File: src/rtl/d_mem_wbuf_if.sv
// rtl/d_mem_wbuf_if.sv - CPU/memory-side signal bundle for the store write buffer
interface d_mem_wbuf_if #(
    parameter int BITS     = 32,
    parameter int DEPTH    = 4,
    parameter int PTR_BITS = $clog2(DEPTH)
);
    logic                st_valid;
    logic [BITS-1:0]     st_addr;
    logic [BITS-1:0]     st_wdata;
    logic [3:0]          st_byte_en;
    logic                ld_valid;
    logic [BITS-1:0]     ld_addr;
    logic                flush;
    logic                stall;
    logic                ld_fwd_hit;
    logic [BITS-1:0]     ld_fwd_data;
    logic                mem_rw_;
    logic [BITS-1:0]     mem_addr;
    logic [BITS-1:0]     mem_wdata;
    logic [3:0]          mem_byte_en;
    logic [PTR_BITS:0]   count;
    logic                full;
    logic                empty;
    logic                drained;

    modport master (
        output st_valid, st_addr, st_wdata, st_byte_en, ld_valid, ld_addr, flush,
        input  stall, ld_fwd_hit, ld_fwd_data, mem_rw_, mem_addr, mem_wdata,
               mem_byte_en, count, full, empty, drained
    );

    modport slave (
        input  st_valid, st_addr, st_wdata, st_byte_en, ld_valid, ld_addr, flush,
        output stall, ld_fwd_hit, ld_fwd_data, mem_rw_, mem_addr, mem_wdata,
               mem_byte_en, count, full, empty, drained
    );
endinterface

File: src/rtl/d_mem_wbuf.sv
// rtl/d_mem_wbuf.sv - store write buffer; loads own the memory port, stores drain in load-free cycles
// Optional full-word store-to-load forwarding is enabled with `define WBUF_FWD_EN.
module d_mem_wbuf #(
    parameter int BITS     = 32,
    parameter int DEPTH    = 4,
    parameter int PTR_BITS = $clog2(DEPTH)
) (
    input  logic        clk,
    input  logic        rst,
    d_mem_wbuf_if.slave wb
);
    typedef enum logic [1:0] {S_IDLE, S_ACTIVE, S_FLUSH} state_t;

    state_t              r_state;
    state_t              w_next;
    logic [BITS-1:0]     r_addr [DEPTH];
    logic [BITS-1:0]     r_data [DEPTH];
    logic [3:0]          r_be   [DEPTH];
    logic [DEPTH-1:0]    r_vld;
    logic [PTR_BITS-1:0] r_wr_ptr;
    logic [PTR_BITS-1:0] r_rd_ptr;
    logic [PTR_BITS:0]   r_count;
    logic                r_flush_hold;

    logic                w_full, w_empty, w_flushing;
    logic                w_match, w_fwd_ok, w_ld_conflict;
    logic                w_push, w_pop, w_flush_go, w_drained;
    logic [PTR_BITS-1:0] w_slot;
    logic                w_mem_rw_;
    logic [BITS-1:0]     w_mem_addr, w_mem_wdata;
    logic [3:0]          w_mem_be;
`ifdef WBUF_FWD_EN
    logic [BITS-1:0]     w_match_data;
    logic [3:0]          w_match_be;
`endif

    assign w_full     = (r_count == (PTR_BITS+1)'(DEPTH));
    assign w_empty    = (r_count == '0);
    assign w_flushing = (r_state == S_FLUSH);

    // Walk oldest to youngest so the last hit is the youngest matching store.
    always_comb begin
        w_match = 1'b0;
        w_slot  = '0;
`ifdef WBUF_FWD_EN
        w_match_data = '0;
        w_match_be   = '0;
`endif
        for (int i = 0; i < DEPTH; i++) begin
            w_slot = r_rd_ptr + PTR_BITS'(i);
            if (wb.ld_valid && r_vld[w_slot] && (r_addr[w_slot] == wb.ld_addr)) begin
                w_match = 1'b1;
`ifdef WBUF_FWD_EN
                w_match_data = r_data[w_slot];
                w_match_be   = r_be[w_slot];
`endif
            end
        end
    end

`ifdef WBUF_FWD_EN
    assign w_fwd_ok       = w_match && (w_match_be == 4'hF);
    assign wb.ld_fwd_hit  = w_fwd_ok;
    assign wb.ld_fwd_data = w_fwd_ok ? w_match_data : '0;
`else
    assign w_fwd_ok       = 1'b0;
    assign wb.ld_fwd_hit  = 1'b0;
    assign wb.ld_fwd_data = '0;
`endif

    assign w_ld_conflict = w_match && !w_fwd_ok;
    assign w_push        = wb.st_valid && !w_full && !w_ld_conflict && !w_flushing;
    assign w_flush_go    = wb.flush && !r_flush_hold;
    assign w_drained     = w_flushing && w_empty;

    // A conflicting load hands the port to the drain so the matching entry always leaves.
    always_comb begin
        w_pop       = 1'b0;
        w_mem_rw_   = 1'b1;
        w_mem_addr  = wb.ld_addr;
        w_mem_wdata = '0;
        w_mem_be    = '0;
        if (!rst && !w_empty && (w_flushing || !wb.ld_valid || w_ld_conflict)) begin
            w_pop       = 1'b1;
            w_mem_rw_   = 1'b0;
            w_mem_addr  = r_addr[r_rd_ptr];
            w_mem_wdata = r_data[r_rd_ptr];
            w_mem_be    = r_be[r_rd_ptr];
        end
    end

    always_comb begin
        w_next = r_state;
        case (r_state)
            S_IDLE:   if (w_flush_go) w_next = S_FLUSH;
                      else if (w_push) w_next = S_ACTIVE;
            S_ACTIVE: if (w_flush_go) w_next = S_FLUSH;
                      else if (w_pop && !w_push && (r_count == (PTR_BITS+1)'(1))) w_next = S_IDLE;
            S_FLUSH:  if (w_empty) w_next = S_IDLE;
            default:  w_next = S_IDLE;
        endcase
    end

    always_ff @(posedge clk) begin
        if (rst) begin
            r_state      <= S_IDLE;
            r_vld        <= '0;
            r_wr_ptr     <= '0;
            r_rd_ptr     <= '0;
            r_count      <= '0;
            r_flush_hold <= 1'b0;
        end else begin
            r_state      <= w_next;
            // A level flush that has already drained must drop before it can retrigger.
            r_flush_hold <= wb.flush && (r_flush_hold || w_drained);
            if (w_push) begin
                r_vld[r_wr_ptr] <= 1'b1;
                r_wr_ptr        <= r_wr_ptr + 1'b1;
            end
            if (w_pop) begin
                r_vld[r_rd_ptr] <= 1'b0;
                r_rd_ptr        <= r_rd_ptr + 1'b1;
            end
            case ({w_push, w_pop})
                2'b10:   r_count <= r_count + 1'b1;
                2'b01:   r_count <= r_count - 1'b1;
                default: r_count <= r_count;
            endcase
        end
    end

    always_ff @(posedge clk) begin
        if (w_push) begin
            r_addr[r_wr_ptr] <= wb.st_addr;
            r_data[r_wr_ptr] <= wb.st_wdata;
            r_be[r_wr_ptr]   <= wb.st_byte_en;
        end
    end

    assign wb.stall       = (wb.st_valid && w_full) || w_ld_conflict || w_flushing;
    assign wb.mem_rw_     = w_mem_rw_;
    assign wb.mem_addr    = w_mem_addr;
    assign wb.mem_wdata   = w_mem_wdata;
    assign wb.mem_byte_en = w_mem_be;
    assign wb.count       = r_count;
    assign wb.full        = w_full;
    assign wb.empty       = w_empty;
    assign wb.drained     = w_drained;
endmodule

File: src/flat_wrapper.sv
// flat-port wrapper written by rule: the top's interface ports become plain ports
module d_mem_wbuf_flat 
#(
    parameter int BITS     = 32,
    parameter int DEPTH    = 4,
    parameter int PTR_BITS = $clog2(DEPTH)
)
  (clk, rst, wb_st_valid, wb_st_addr, wb_st_wdata, wb_st_byte_en, wb_ld_valid, wb_ld_addr, wb_flush, wb_stall, wb_ld_fwd_hit, wb_ld_fwd_data, wb_mem_rw_, wb_mem_addr, wb_mem_wdata, wb_mem_byte_en, wb_count, wb_full, wb_empty, wb_drained);
  d_mem_wbuf_if #(.BITS(BITS), .DEPTH(DEPTH), .PTR_BITS(PTR_BITS)) wb_i ();
  input  logic clk;
  input  logic rst;
  input wire logic [$bits(wb_i.st_valid)-1:0] wb_st_valid;
  input wire logic [$bits(wb_i.st_addr)-1:0] wb_st_addr;
  input wire logic [$bits(wb_i.st_wdata)-1:0] wb_st_wdata;
  input wire logic [$bits(wb_i.st_byte_en)-1:0] wb_st_byte_en;
  input wire logic [$bits(wb_i.ld_valid)-1:0] wb_ld_valid;
  input wire logic [$bits(wb_i.ld_addr)-1:0] wb_ld_addr;
  input wire logic [$bits(wb_i.flush)-1:0] wb_flush;
  output wire logic [$bits(wb_i.stall)-1:0] wb_stall;
  output wire logic [$bits(wb_i.ld_fwd_hit)-1:0] wb_ld_fwd_hit;
  output wire logic [$bits(wb_i.ld_fwd_data)-1:0] wb_ld_fwd_data;
  output wire logic [$bits(wb_i.mem_rw_)-1:0] wb_mem_rw_;
  output wire logic [$bits(wb_i.mem_addr)-1:0] wb_mem_addr;
  output wire logic [$bits(wb_i.mem_wdata)-1:0] wb_mem_wdata;
  output wire logic [$bits(wb_i.mem_byte_en)-1:0] wb_mem_byte_en;
  output wire logic [$bits(wb_i.count)-1:0] wb_count;
  output wire logic [$bits(wb_i.full)-1:0] wb_full;
  output wire logic [$bits(wb_i.empty)-1:0] wb_empty;
  output wire logic [$bits(wb_i.drained)-1:0] wb_drained;
  assign wb_i.st_valid = wb_st_valid;
  assign wb_i.st_addr = wb_st_addr;
  assign wb_i.st_wdata = wb_st_wdata;
  assign wb_i.st_byte_en = wb_st_byte_en;
  assign wb_i.ld_valid = wb_ld_valid;
  assign wb_i.ld_addr = wb_ld_addr;
  assign wb_i.flush = wb_flush;
  assign wb_stall = wb_i.stall;
  assign wb_ld_fwd_hit = wb_i.ld_fwd_hit;
  assign wb_ld_fwd_data = wb_i.ld_fwd_data;
  assign wb_mem_rw_ = wb_i.mem_rw_;
  assign wb_mem_addr = wb_i.mem_addr;
  assign wb_mem_wdata = wb_i.mem_wdata;
  assign wb_mem_byte_en = wb_i.mem_byte_en;
  assign wb_count = wb_i.count;
  assign wb_full = wb_i.full;
  assign wb_empty = wb_i.empty;
  assign wb_drained = wb_i.drained;
  d_mem_wbuf #(.BITS(BITS), .DEPTH(DEPTH), .PTR_BITS(PTR_BITS)) u_core (.clk(clk), .rst(rst), .wb(wb_i));
endmodule
File: config.mk
export PLATFORM = sky130hd
export DESIGN_NAME = d_mem_wbuf_flat
export DESIGN_NICKNAME = d
export VERILOG_FILES = /design/src/rtl/d_mem_wbuf_if.sv /design/src/rtl/d_mem_wbuf.sv /design/src/flat_wrapper.sv
export SDC_FILE = /design/constraint.sdc
export NUM_CORES = 1
export LEC_CHECK = 0
export BUFFER_PORTS_ARGS = -buffer_cell sky130_fd_sc_hd__buf_2
export CAP_MARGIN = 0
export CORE_AREA = 2 2 178 180
export CTS_BUF_LIST = sky130_fd_sc_hd__clkbuf_4 sky130_fd_sc_hd__clkbuf_8 sky130_fd_sc_hd__clkbuf_16
export DETAILED_ROUTE_END_ITERATION = 6
export DIE_AREA = 0 0 180 182
export HOLD_SLACK_MARGIN = 0.15
export PLACE_DENSITY_LB_ADDON = 0.3
export SLEW_MARGIN = 20
export SYNTH_ARGS = -nofsm -noshare
export SYNTH_HDL_FRONTEND = slang
export SYNTH_SLANG_ARGS = --single-unit
export TNS_END_PERCENT = 20
File: constraint.sdc
create_clock -name clk -period 8.25 [get_ports clk]
set_input_delay 2.0625 -clock clk [delete_from_list [all_inputs] [get_ports clk]]
set_output_delay 2.0625 -clock clk [all_outputs]
set_load 0.02 [all_outputs]
-- Word-level counts from Yosys, hierarchy flattened
Memory sizes are Yosys's and may differ from the RTL's. A register that Yosys moved wholly into a read port is not among the register bits.
Index checks and enable logic that the tools add are counted.
- word-level logic and storage cells: 115
- memory bits (writable): 272
- memories: 3
- bits in read-only memories: 0
- input port bits: 105
- flip-flop bits (word level): 14
- bits in latches: 0
- memories (name ; depth ; bits a word ; read ports ; clocked after memory_dff ; write ports ; line ; RTL):
    u_core.r_addr ; 4 ; 32 ; 4 ; 1 ; 1 ; d_mem_wbuf.sv:16 ; logic [BITS-1:0] r_addr [DEPTH];
    u_core.r_data ; 4 ; 32 ; 1 ; 1 ; 1 ; d_mem_wbuf.sv:17 ; logic [BITS-1:0] r_data [DEPTH];
    u_core.r_be ; 4 ; 4 ; 1 ; 1 ; 1 ; d_mem_wbuf.sv:18 ; logic [3:0] r_be [DEPTH];
- equality and inequality tests: 13
- div/mod/pow operators: 0
- reduce and logical (&&, ||, !) cells: 38
- shift-type cells: 0
- multipliers: 0
- muxes and demuxes: 39
- add/subtract/negate cells: 6
- magnitude comparators: 7
- bitwise gates (word level): 3
- operator list (operator ; number):
    $eq 32x32->1 ; 4
    $mux 32 ; 2
    $mux 2 ; 11
    $logic_and 1x1->1 ; 21
    $mux 4 ; 4
    $lt 2x3->1 const B ; 5
    $mux 1 ; 14
    $bmux 1 s2 ; 4
    $logic_not 1->1 ; 8
    $ne 3x1->1 const B ; 2
    $pmux 2 s3 ; 1
    $pmux 3 s2 ; 1
    $logic_or 1x1->1 ; 5
    $add 2x1->2 const B ; 2
    $add 2x2->2 const B ; 2
    $and 4x4->4 ; 1
    $demux 1 s2 ; 2
    $eq 2x1->1 const B ; 2
    $eq 2x2->1 const B ; 2
    $ge 2x1->1 const B ; 2
    $not 4->4 ; 1
    $or 4x4->4 ; 1
    $add 3x1->3 const B ; 1
    $eq 3x1->1 const B ; 1
    7 further kinds ; 7

-- Longest topological paths before layout
Gate-level depths: netlist (run 1).
- depth in word-level cells: 17
- depth in mapped cells: 21

-- Least setup slack after synthesis (run 1)
Ideal clock, no wire load.
- path type: input to register
- from: input port wb_ld_addr[9]
- to: memory u_core.r_addr[0][0] (enable)
- library setup time: 495 ps
- stages: 9
- required time: 7755 ps
- data arrival time: 6686 ps
- slack: 1070 ps
- cells stage by stage: clkbuf_1 > inv_1 > o211ai_1 > o21ai_0 > a31oi_1 > nor4_1 > a31oi_1 > nand3_1 > nor2_1
- cells in the longest elaborated chain, start to end: 11
- elaborated cells between the ends (all ways): 17
- those cells by class: eq/ne (4); mux (6); reduce/logical (7)
- RTL lines (item ; line ; RTL):
    start: declaration ; flat_wrapper.sv:17 ; input wire logic [$bits(wb_i.ld_addr)-1:0] wb_ld_addr;
    $eq 32x32->1 ; d_mem_wbuf.sv:51 ; if (wb.ld_valid && r_vld[w_slot] && (r_addr[w_slot] == wb.ld_addr)) begin
    $logic_and 1x1->1 ; d_mem_wbuf.sv:51 ;
    $mux 1 (3 in series) ; d_mem_wbuf.sv:51 ;
    $mux 1 (*) ; d_mem_wbuf.sv:51 ;
    $logic_not 1->1 (*) ; d_mem_wbuf.sv:72 ; assign w_push = wb.st_valid && !w_full && !w_ld_conflict && !w_flushing;
    $logic_and 1x1->1 (*) (2 in series) ; d_mem_wbuf.sv:72 ;
    $mux 1 (*) ; d_mem_wbuf.sv:133 ; if (w_push) begin
    $mux 1 (implied by the code) (*) ; d_mem_wbuf.sv:134 ; r_addr[r_wr_ptr] <= wb.st_addr;
    end: declaration ; d_mem_wbuf.sv:16 ;
Every way passes the cells marked *; elsewhere a longest branch is shown, timed or not.

-- Worst setup path in the final report (run 1)
- from: register u_core.r_rd_ptr[0]
- to: output port wb_mem_addr[7]
- elaborated cells between the ends (all ways): 30
- those cells by class: add/sub (3); eq/ne (3); mux (13); reduce/logical (10); memory (1)
- RTL lines (item ; line ; RTL):
    start: declaration ; d_mem_wbuf.sv:21 ; logic [PTR_BITS-1:0] r_rd_ptr;
    start signal: assignment ; d_mem_wbuf.sv:122 ; r_rd_ptr <= r_rd_ptr + 1'b1;
    $add 2x2->2 (*) ; d_mem_wbuf.sv:50 ; w_slot = r_rd_ptr + PTR_BITS'(i);
    via u_core.w_slot[0] ; d_mem_wbuf.sv:28 ; logic [PTR_BITS-1:0] w_slot;
    branches (longest 3 deep; another with $mem_v2 4x32) ; -- ;
    $logic_and 1x1->1 (*) ; d_mem_wbuf.sv:51 ;
    $mux 1 (*) ; d_mem_wbuf.sv:51 ;
    $logic_or 1x1->1 (*) ; d_mem_wbuf.sv:83 ; if (!rst && !w_empty && (w_flushing || !wb.ld_valid || w_ld_conflict)) begin
    $logic_and 1x1->1 (*) ; d_mem_wbuf.sv:83 ;
    $mux 32 (*) ; d_mem_wbuf.sv:83 ;
    end: declaration ; flat_wrapper.sv:23 ; output wire logic [$bits(wb_i.mem_addr)-1:0] wb_mem_addr;
Mark *: on every way through the listed nets, which the timed path passes. The select of a mux whose other input is x is not followed.

==> results of run 1 <==
cells in the final DEF (no fill, tap or decap), types with 16 or more instances in the layout:
cell / count
edfxtp_1: 272
buf_2: 180
mux4_2: 124
xnor2_1: 111
mux2i_1: 62
and2_1: 40
conb_1: 33
mux2_1: 30
clkbuf_16: 30
inv_1: 25
nand4_1: 21
nor2_1: 20
buf_4: 20
nand2_1: 19
xor2_1: 16
metrics by stage:
| stage | cells | setup WS (ns) |
|---|---|---|
| after global placement | 1546 | 1.15 |
| final | 1605 | 0.779 |
| after floorplan | 1057 | 1.07 |
| after CTS | 1602 | 0.797 |
| after global routing | 1602 | 0.584 |
| after detailed placement | 1546 | 1.12 |
per-layer routing:
metal / vias to the layer above / wire length, um / GRT usage
li1: 4261 / - / -
met5: - / 42 / 0
met2: 400 / 18200 / 0.370
met4: 8 / 1160 / 0.0706
met1: 4892 / 16400 / 0.327
met3: 67 / 2700 / 0.0465
critical path, cell delays in order (launching register included):
cell,delay (ns)
dfxtp_4,0.35
clkinv_1,0.24
ha_2,0.68
buf_4,0.44
mux4_2,0.37
xnor2_1,0.37
nand4_1,0.18
a2111oi_2,0.24
o2111ai_1,0.18
o311a_1,0.48
a311oi_4,0.40
buf_12,0.26
mux2_1,0.37
buf_2,0.18
worst paths after layout:
kind	from	to	slack, ns	cells past startpoint
worst max register to register	u_core.r_rd_ptr[0]	u_core.r_data[2][4]	2.80	14
worst min register to register	u_core.r_state[0]	u_core.r_state[0]	0.49	2
worst min-delay path	u_core.r_state[0]	u_core.r_state[0]	0.49	2
worst max-delay path	u_core.r_rd_ptr[0]	wb_mem_addr[7]	0.78	13
sequential cells by signal (all words and copies together), names as in the netlist, named ones only:
register	count
u_core.r_data	128
u_core.r_rd_ptr	2
u_core.r_wr_ptr	2
u_core.r_addr	128
u_core.r_vld	4
u_core.r_flush_hold	1
u_core.wb.count	3
u_core.r_be	16
u_core.r_state	2
final cells by class:
cell class	instances	area, um2
multi-input cells	628	6730
well taps	402	503
diodes	3	7.51
repair buffers	201	1070
clock buffers	36	796
fillers	2449	13100
flip-flops and latches	288	8500
inverters	27	101
clock inverters	20	171
cell families (layout without fill, tap and decap cells):
family | Yosys count | after routing | synth area share
xor gates and xnor gates | 127 | 127 | 0.0704
muxes | 228 | 228 | 0.247
DFF | 288 | 288 | 0.537
other | 1 | 36 | 0.000237
and+or+nand+nor | 148 | 148 | 0.0506
adders and majority gates | 13 | 13 | 0.0103
AOI/OAI and AO/OA | 79 | 79 | 0.0379
buffers and inverters | 141 | 284 | 0.0466
report_power, final:
| group | switching, mW | total (mW) | internal, mW |
|---|---|---|---|
| registers | 0.154 | 1.89 | 1.74 |
| logic | 1.26 | 2.37 | 1.10 |
| clock network | 0.568 | 1.29 | 0.727 |
| total | 1.98 | 5.55 | 3.57 |
==> flow_metrics.tcl, run 1 <==
set metrics [dict create \
    dpl-instance-area_um2 16900 \
    fmax_ghz 0.134 \
    area_growth_pct 13.1 \
    power_density_nw_per_um2 311 \
    synth_ff_type "edfxtp_1" \
    hold_viol_final 0 \
    grt_pass1_vias 9594 \
    setup_viol 0 \
    yosys_warnings 0 \
    final_core_util 0.577 \
    synth-seq-cells 288 \
    worst-setup-path-type "flip-flop to primary output" \
    via_count 9628 \
    cts_hold_buf 0 \
    fin_nets 1294 \
    drt_iter0_drc 829 \
    gp_routability_congestion 0.940 \
    drcViolationCount 0 \
    drive_gt1_frac 0.333 \
    cp-end-kind "primary output" \
    relSlewSlack 0.364 \
    grt_overflow_total 0 \
    dr.pass1.iters 5 \
    vias_per_cell 6.00 \
    io_pins 214 \
    synth_common_cells "edfxtp_1, mux4_2, xnor2_1, mux2i_1, and2_1" \
    ys_types 59 \
    cts.path.max_buffers 3 \
    cts_root_buf "clkbuf_16" \
    p_leak_nw 5.99 \
    synth_top_cell_area_share 0.517 \
    cts.sink_count 288 \
    rsz0062_at_grt "false" \
    antenna_left 0 \
    irDropWorstVdd_mv 0.191 \
    finalCriticalPeriod_ns 7.47 \
    skew_ns 0.0240 \
    grt_max_degree 60 \
    design.die.area_um2 32800 \
    clock_latency_ns 0.59 \
    dieWidth_um 180 \
    whs_ns 0.487 \
    cts_made_buffers 30 \
    tightest_slew_ns 0.953 \
    num_rows 65 \
    port_buffers 180 \
    power_mw 5.55 \
    syn_area_um2 15800 \
    final_area_um2 17900 \
    synth_area_leaders "edfxtp_1, mux4_2, xnor2_1" \
    syn_inst 1025 \
    required_ns 6.19 \
    cts_resized 0 \
    synth_edf_count 272 \
    antenna_found_initial 7 \
    synth-async-reset-ratio 0 \
    wl_per_cell_um 23.9 \
    synth_most_common_cell "edfxtp_1" \
    status "finished, final reports clean" \
    hp-class "flip-flop to flip-flop" \
    cp-start-kind "flip-flop" \
    min_period_over_period 0.906 \
    tns_ns 0 \
    post-cts-setup-buffers 0 \
    die_h_um 182 \
    drv_cap 0 \
    h-tree-depth 1 \
    grt_usage 0.233 \
    wl_um 38400 \
    yosys.area.top_type "edfxtp_1" \
    critPathArrivalTime_ns 5.41 \
    design.core.area_um2 31000 \
    clkTransAtPathRegs_ns 0.07 \
    drv_slew 0 \
    syn_avg_cell_area_um2 15.4 \
    synth-seq-area-share 0.537 \
    grt_pass1_wl_um 58100 \
    dpl.hpwl_um 26600 \
    cts_tree "done" \
    path_max_fanout 53 \
    start_util 0.510 \
]
Note: power is estimated with default switching activity, not from simulation.
==> run 2: changes to the inputs <==
--- a/config.mk
+++ b/config.mk
@@ -13,6 +13,7 @@
 export DIE_AREA = 0 0 180 182
 export HOLD_SLACK_MARGIN = 0.15
 export PLACE_DENSITY_LB_ADDON = 0.3
+export SETUP_SLACK_MARGIN = 0.15
 export SLEW_MARGIN = 20
 export SYNTH_ARGS = -nofsm -noshare
 export SYNTH_HDL_FRONTEND = slang
==> constraint.sdc (replaced) <==
create_clock -name clk -period 8.25 [get_ports clk]
set_input_delay 2.0625 -clock clk [delete_from_list [all_inputs] [get_ports clk]]
set_output_delay 2.0625 -clock clk [all_outputs]
set_load 0.005 [all_outputs]
==> run 2 against run 1 <==
Against the previous run: sequential power about the same; critical endpoint unchanged; fmax decreased by 0.32%; sequential share of layout area down 0.12 points; final area up 0.25%; setup slack got worse by 0.024 ns; non-clock buffer count stayed put.
==> flow_metrics.tcl, run 2 (synthesis gave the netlist of run 1 again) <==
set metrics [dict create \
    status "finished, final reports clean" \
    min_period_over_period 0.908 \
    grt_usage 0.232 \
    grt_pass1_vias 9634 \
    whs_ns 0.490 \
    layout_commonest_cell "edfxtp_1" \
    via_count 9705 \
    antenna_found_initial 8 \
    dpl-instance-area_um2 16900 \
    dr.pass1.iters 5 \
    grt_max_degree 58 \
    cts_tree "done" \
    tightest_slew_ns 0.931 \
    rsz0062_at_grt "false" \
    cts_resized 0 \
    design.die.area_um2 32800 \
    cts.sink_count 288 \
    p_seq_frac 0.342 \
    hp-class "flip-flop to flip-flop" \
    reg_top3 "u_core.r_addr x128, u_core.r_data x128, u_core.r_be x16" \
    drcViolationCount 0 \
    dieWidth_um 180 \
    wl_um 38100 \
    worst-setup-path-type "flip-flop to primary output" \
    vias_per_cell 6.04 \
    cts.path.max_buffers 3 \
    start_util 0.510 \
    final_core_util 0.578 \
    fin_nets 1294 \
    p_int_mw 3.64 \
    combPwrFrac 0.412 \
    fmax_ghz 0.133 \
    setup_viol 0 \
    critPathArrivalTime_ns 5.43 \
    switchingPower_mw 1.87 \
    irDropWorstVdd_mv 0.210 \
    dpl.hpwl_um 26600 \
    final_cell_count_no_fill 1607 \
    drv_cap 0 \
    cp-end-kind "primary output" \
    gp_routability_congestion 0.913 \
    clkTransAtPathRegs_ns 0.06 \
    area_growth_pct 13.4 \
    power_frac_clock 0.246 \
    relSlewSlack 0.379 \
    final_cell_mix "edfxtp_1, buf_2, mux4_2" \
    h-tree-depth 1 \
    drive_gt1_frac 0.333 \
    post-cts-setup-buffers 0 \
    wl_per_cell_um 23.7 \
    fin_ws_ns 0.755 \
    cts_root_buf "clkbuf_16" \
    num_rows 65 \
    hold_viol_final 0 \
    cts_hold_buf 0 \
    grt_overflow_total 0 \
    switching_share 0.339 \
    drv_slew 0 \
    skew_ns 0.0335 \
    final_area_um2 17900 \
    cp-start-kind "flip-flop" \
    pre_cts_slack_ns 1.12 \
    power_mw 5.51 \
    dp.cells 1546 \
    antenna_left 0 \
    finalCriticalPeriod_ns 7.49 \
    port_buffers 180 \
    p_leak_nw 6.03 \
    drt_iter0_drc 728 \
    path_max_fanout 43 \
    io_pins 214 \
    power_density_nw_per_um2 308 \
    tns_ns 0 \
    required_ns 6.19 \
    die_h_um 182 \
    grt_pass1_wl_um 57900 \
    clock_latency_ns 0.59 \
    design.core.area_um2 31000 \
    cts_made_buffers 30 \
]
run 2: cell types whose count changed in the layout (fill, tap and decap cells not counted), sizes merged:
cell and change:
bufinv +3, clkbuf -6, clkinv +6, clkinvlp -2, diode +2, inv -1
run 2: routing by layer:
layer	up-vias	GRT usage	share of wire
li1	4262	-	-
met1	4943	0.317	0.41
met2	412	0.367	0.47
met3	82	0.0499	0.078
met4	6	0.0911	0.042
met5	-	0	0.00089
run 2: worst max-delay path: stages (launching register included):
cell      delay, ns
dfxtp_4        0.35
clkinv_1       0.22
ha_2           0.78
buf_4          0.33
mux4_2         0.53
xor2_1         0.16
nor4_1         0.48
buf_4          0.23
nand4_1        0.10
a21oi_1        0.18
a31oi_1        0.21
a311oi_4       0.38
buf_12         0.24
mux2_1         0.44
buf_2          0.16
run 2: final cells by class:
cell class                 instances  area (um2)
antenna                            5        12.5
clock buffer                      30         751
clock inverter                    26         256
fill                            2438       13100
inverter                          27         101
multi-input combinational        628        6730
sequential                       288        8500
tap                              402         503
timing repair buffer             201        1070
run 2: final timing paths:
check,startpoint,endpoint,slack (ns),depth (start not counted)
setup reg to reg,u_core.r_rd_ptr[0],u_core.r_addr[3][3],2.31,14
setup / recovery,u_core.r_rd_ptr[0],wb_mem_addr[7],0.76,14
hold reg to reg,u_core.r_state[0],u_core.r_state[0],0.49,2
hold / removal,u_core.r_state[0],u_core.r_state[0],0.49,2
run 2: power by group through the flow:
| stage | combinational [mW] | clock (mW) | sequential, mW |
|---|---|---|---|
| floorplan | 1.77 | 0 | 1.82 |
| global placement | 2.27 | 0 | 1.91 |
| detailed placement | 2.27 | 0 | 1.92 |
| CTS | 2.29 | 1.38 | 1.89 |
| global route | 2.44 | 1.44 | 1.90 |
| finish | 2.27 | 1.36 | 1.88 |
==> run 3: changes to the inputs <==
--- a/config.mk
+++ b/config.mk
@@ -7,10 +7,10 @@
 export LEC_CHECK = 0
 export BUFFER_PORTS_ARGS = -buffer_cell sky130_fd_sc_hd__buf_2
 export CAP_MARGIN = 0
-export CORE_AREA = 2 2 178 180
+export CORE_AREA = 2 2 170 188
 export CTS_BUF_LIST = sky130_fd_sc_hd__clkbuf_4 sky130_fd_sc_hd__clkbuf_8 sky130_fd_sc_hd__clkbuf_16
 export DETAILED_ROUTE_END_ITERATION = 6
-export DIE_AREA = 0 0 180 182
+export DIE_AREA = 0 0 172 190
 export HOLD_SLACK_MARGIN = 0.15
 export PLACE_DENSITY_LB_ADDON = 0.3
 export SETUP_SLACK_MARGIN = 0.15
==> run 3 against run 2 <==
Against the previous run: clock power decreased by 3%; total power decreased by 0.84%; worst hold slack improved by 0.0096 ns; utilization increased by 0.055 points; die area decreased by 0.24%; via count decreased by 1.0%; setup slack got worse by 0.36 ns; fmax decreased by 4.6%; final area about the same; clock skew decreased by 0.018 ns; critical path depth decreased by 2; global-route usage about the same; critical path type unchanged; largest power group unchanged; highest routed layer unchanged.
==> flow_metrics.tcl, run 3 (synthesis gave the netlist of run 1 again) <==
set metrics [dict create \
    clkTransAtPathRegs_ns 0.06 \
    power_mw 5.46 \
    wl_per_cell_um 23.4 \
    dieWidth_um 172 \
    wl_um 37800 \
    die_h_um 190 \
    min_period_over_period 0.952 \
    gp_routability_congestion 0.929 \
    drv_cap 0 \
    reg_top3 "u_core.r_addr x128, u_core.r_data x128, u_core.r_be x16" \
    cts_hold_buf 0 \
    cts_tree "done" \
    hold_viol_final 0 \
    grt_pass1_wl_um 56400 \
    power_density_nw_per_um2 305 \
    relSlewSlack 0.406 \
    fmax_ghz 0.127 \
    io_pins 214 \
    post-cts-setup-buffers 0 \
    rsz0062_at_grt "false" \
    status "finished, final reports clean" \
    grt_pass1_vias 9564 \
    antenna_left 0 \
    required_ns 6.19 \
    vias_per_cell 5.94 \
    final_area_um2 17900 \
    cts.sink_count 288 \
    path_max_fanout 70 \
    skew_ns 0.0153 \
    critPathArrivalTime_ns 5.79 \
    design.core.area_um2 31000 \
    cts_root_buf "clkbuf_16" \
    start_util 0.510 \
    antenna_found_initial 8 \
    port_buffers 180 \
    clock_latency_ns 0.55 \
    h-tree-depth 1 \
    area_growth_pct 13.5 \
    dpl.hpwl_um 25900 \
    cp-start-kind "flip-flop" \
    irDropWorstVdd_mv 0.235 \
    hp-class "flip-flop to flip-flop" \
    setup_viol 0 \
    grt_overflow_total 0 \
    dp.cells 1559 \
    cts.path.max_buffers 3 \
    final_cell_mix "edfxtp_1, buf_2, mux4_2" \
    drv_slew 0 \
    dr.pass1.iters 6 \
    grt_max_degree 71 \
    fin_nets 1288 \
    layout_commonest_cell "edfxtp_1" \
    drt_iter0_drc 822 \
    tns_ns 0 \
    num_rows 68 \
    final_cell_count_no_fill 1617 \
    drcViolationCount 0 \
    cp-end-kind "primary output" \
    p_leak_nw 6.01 \
    via_count 9607 \
    finalCriticalPeriod_ns 7.85 \
    design.die.area_um2 32700 \
    cts_made_buffers 29 \
    worst-setup-path-type "flip-flop to primary output" \
    tightest_slew_ns 0.888 \
    drive_gt1_frac 0.331 \
    final_core_util 0.579 \
    dpl-instance-area_um2 16900 \
    grt_usage 0.232 \
]
-- run 3: final cells by class --
cell class | count | area [um2]
Sequential cell | 288 | 8500
Clock buffer | 34 | 763
Tap cell | 420 | 526
Antenna cell | 5 | 12.5
Inverter | 27 | 101
Clock inverter | 19 | 206
Multi-Input combinational cell | 628 | 6740
Timing Repair Buffer | 196 | 1080
Fill cell | 2449 | 13000
-- run 3: path summary, 6_finish.rpt --
kind	cells after the start	from	slack [ns]	end
worst max-delay path	12	u_core.r_rd_ptr[0]	0.40	wb_mem_addr[8]
worst min register to register	2	u_core.r_flush_hold	0.50	u_core.r_flush_hold
worst max register to register	13	u_core.r_rd_ptr[0]	2.26	u_core.r_data[1][9]
worst min-delay path	2	u_core.r_flush_hold	0.50	u_core.r_flush_hold
-- run 3: critical path, stage by stage (launching register included) --
cell and delay, ns:
dfxtp_4 0.71, clkinv_1 0.50, ha_4 0.64, buf_12 0.27, mux4_2 0.53, xnor2_1 0.22
nand4_1 0.16, nor4_1 0.64, a31oi_1 0.28, a311oi_4 0.35, buf_12 0.36, mux2_1 0.37
buf_2 0.13
-- run 3: routing by layer --
metal  track usage  wire [um]
met2         0.371      18300
met3        0.0493       2760
met5             0         34
met1         0.314      15300
met4        0.0856       1320
-- run 3: where the power goes --
group | switching (mW) | total (mW) | internal (mW)
registers | 0.176 | 1.92 | 1.74
clock network | 0.534 | 1.32 | 0.787
logic | 1.12 | 2.23 | 1.11
total | 1.83 | 5.46 | 3.63
-- run 3: timing repair --
item	in CTS	in global routing
hold endpoints to repair	0	0
resized for setup	0	1
endpoints found under the setup margin	0	30
-- run 3: stage by stage --
step	hold WS [ns]	worst slack [ns]
final	0.500	0.395
after global routing	0.518	0.256
after CTS	0.495	0.289
after detailed placement	0.485	0.885
after global placement	0.472	0.983
after floorplan	0.457	1.07
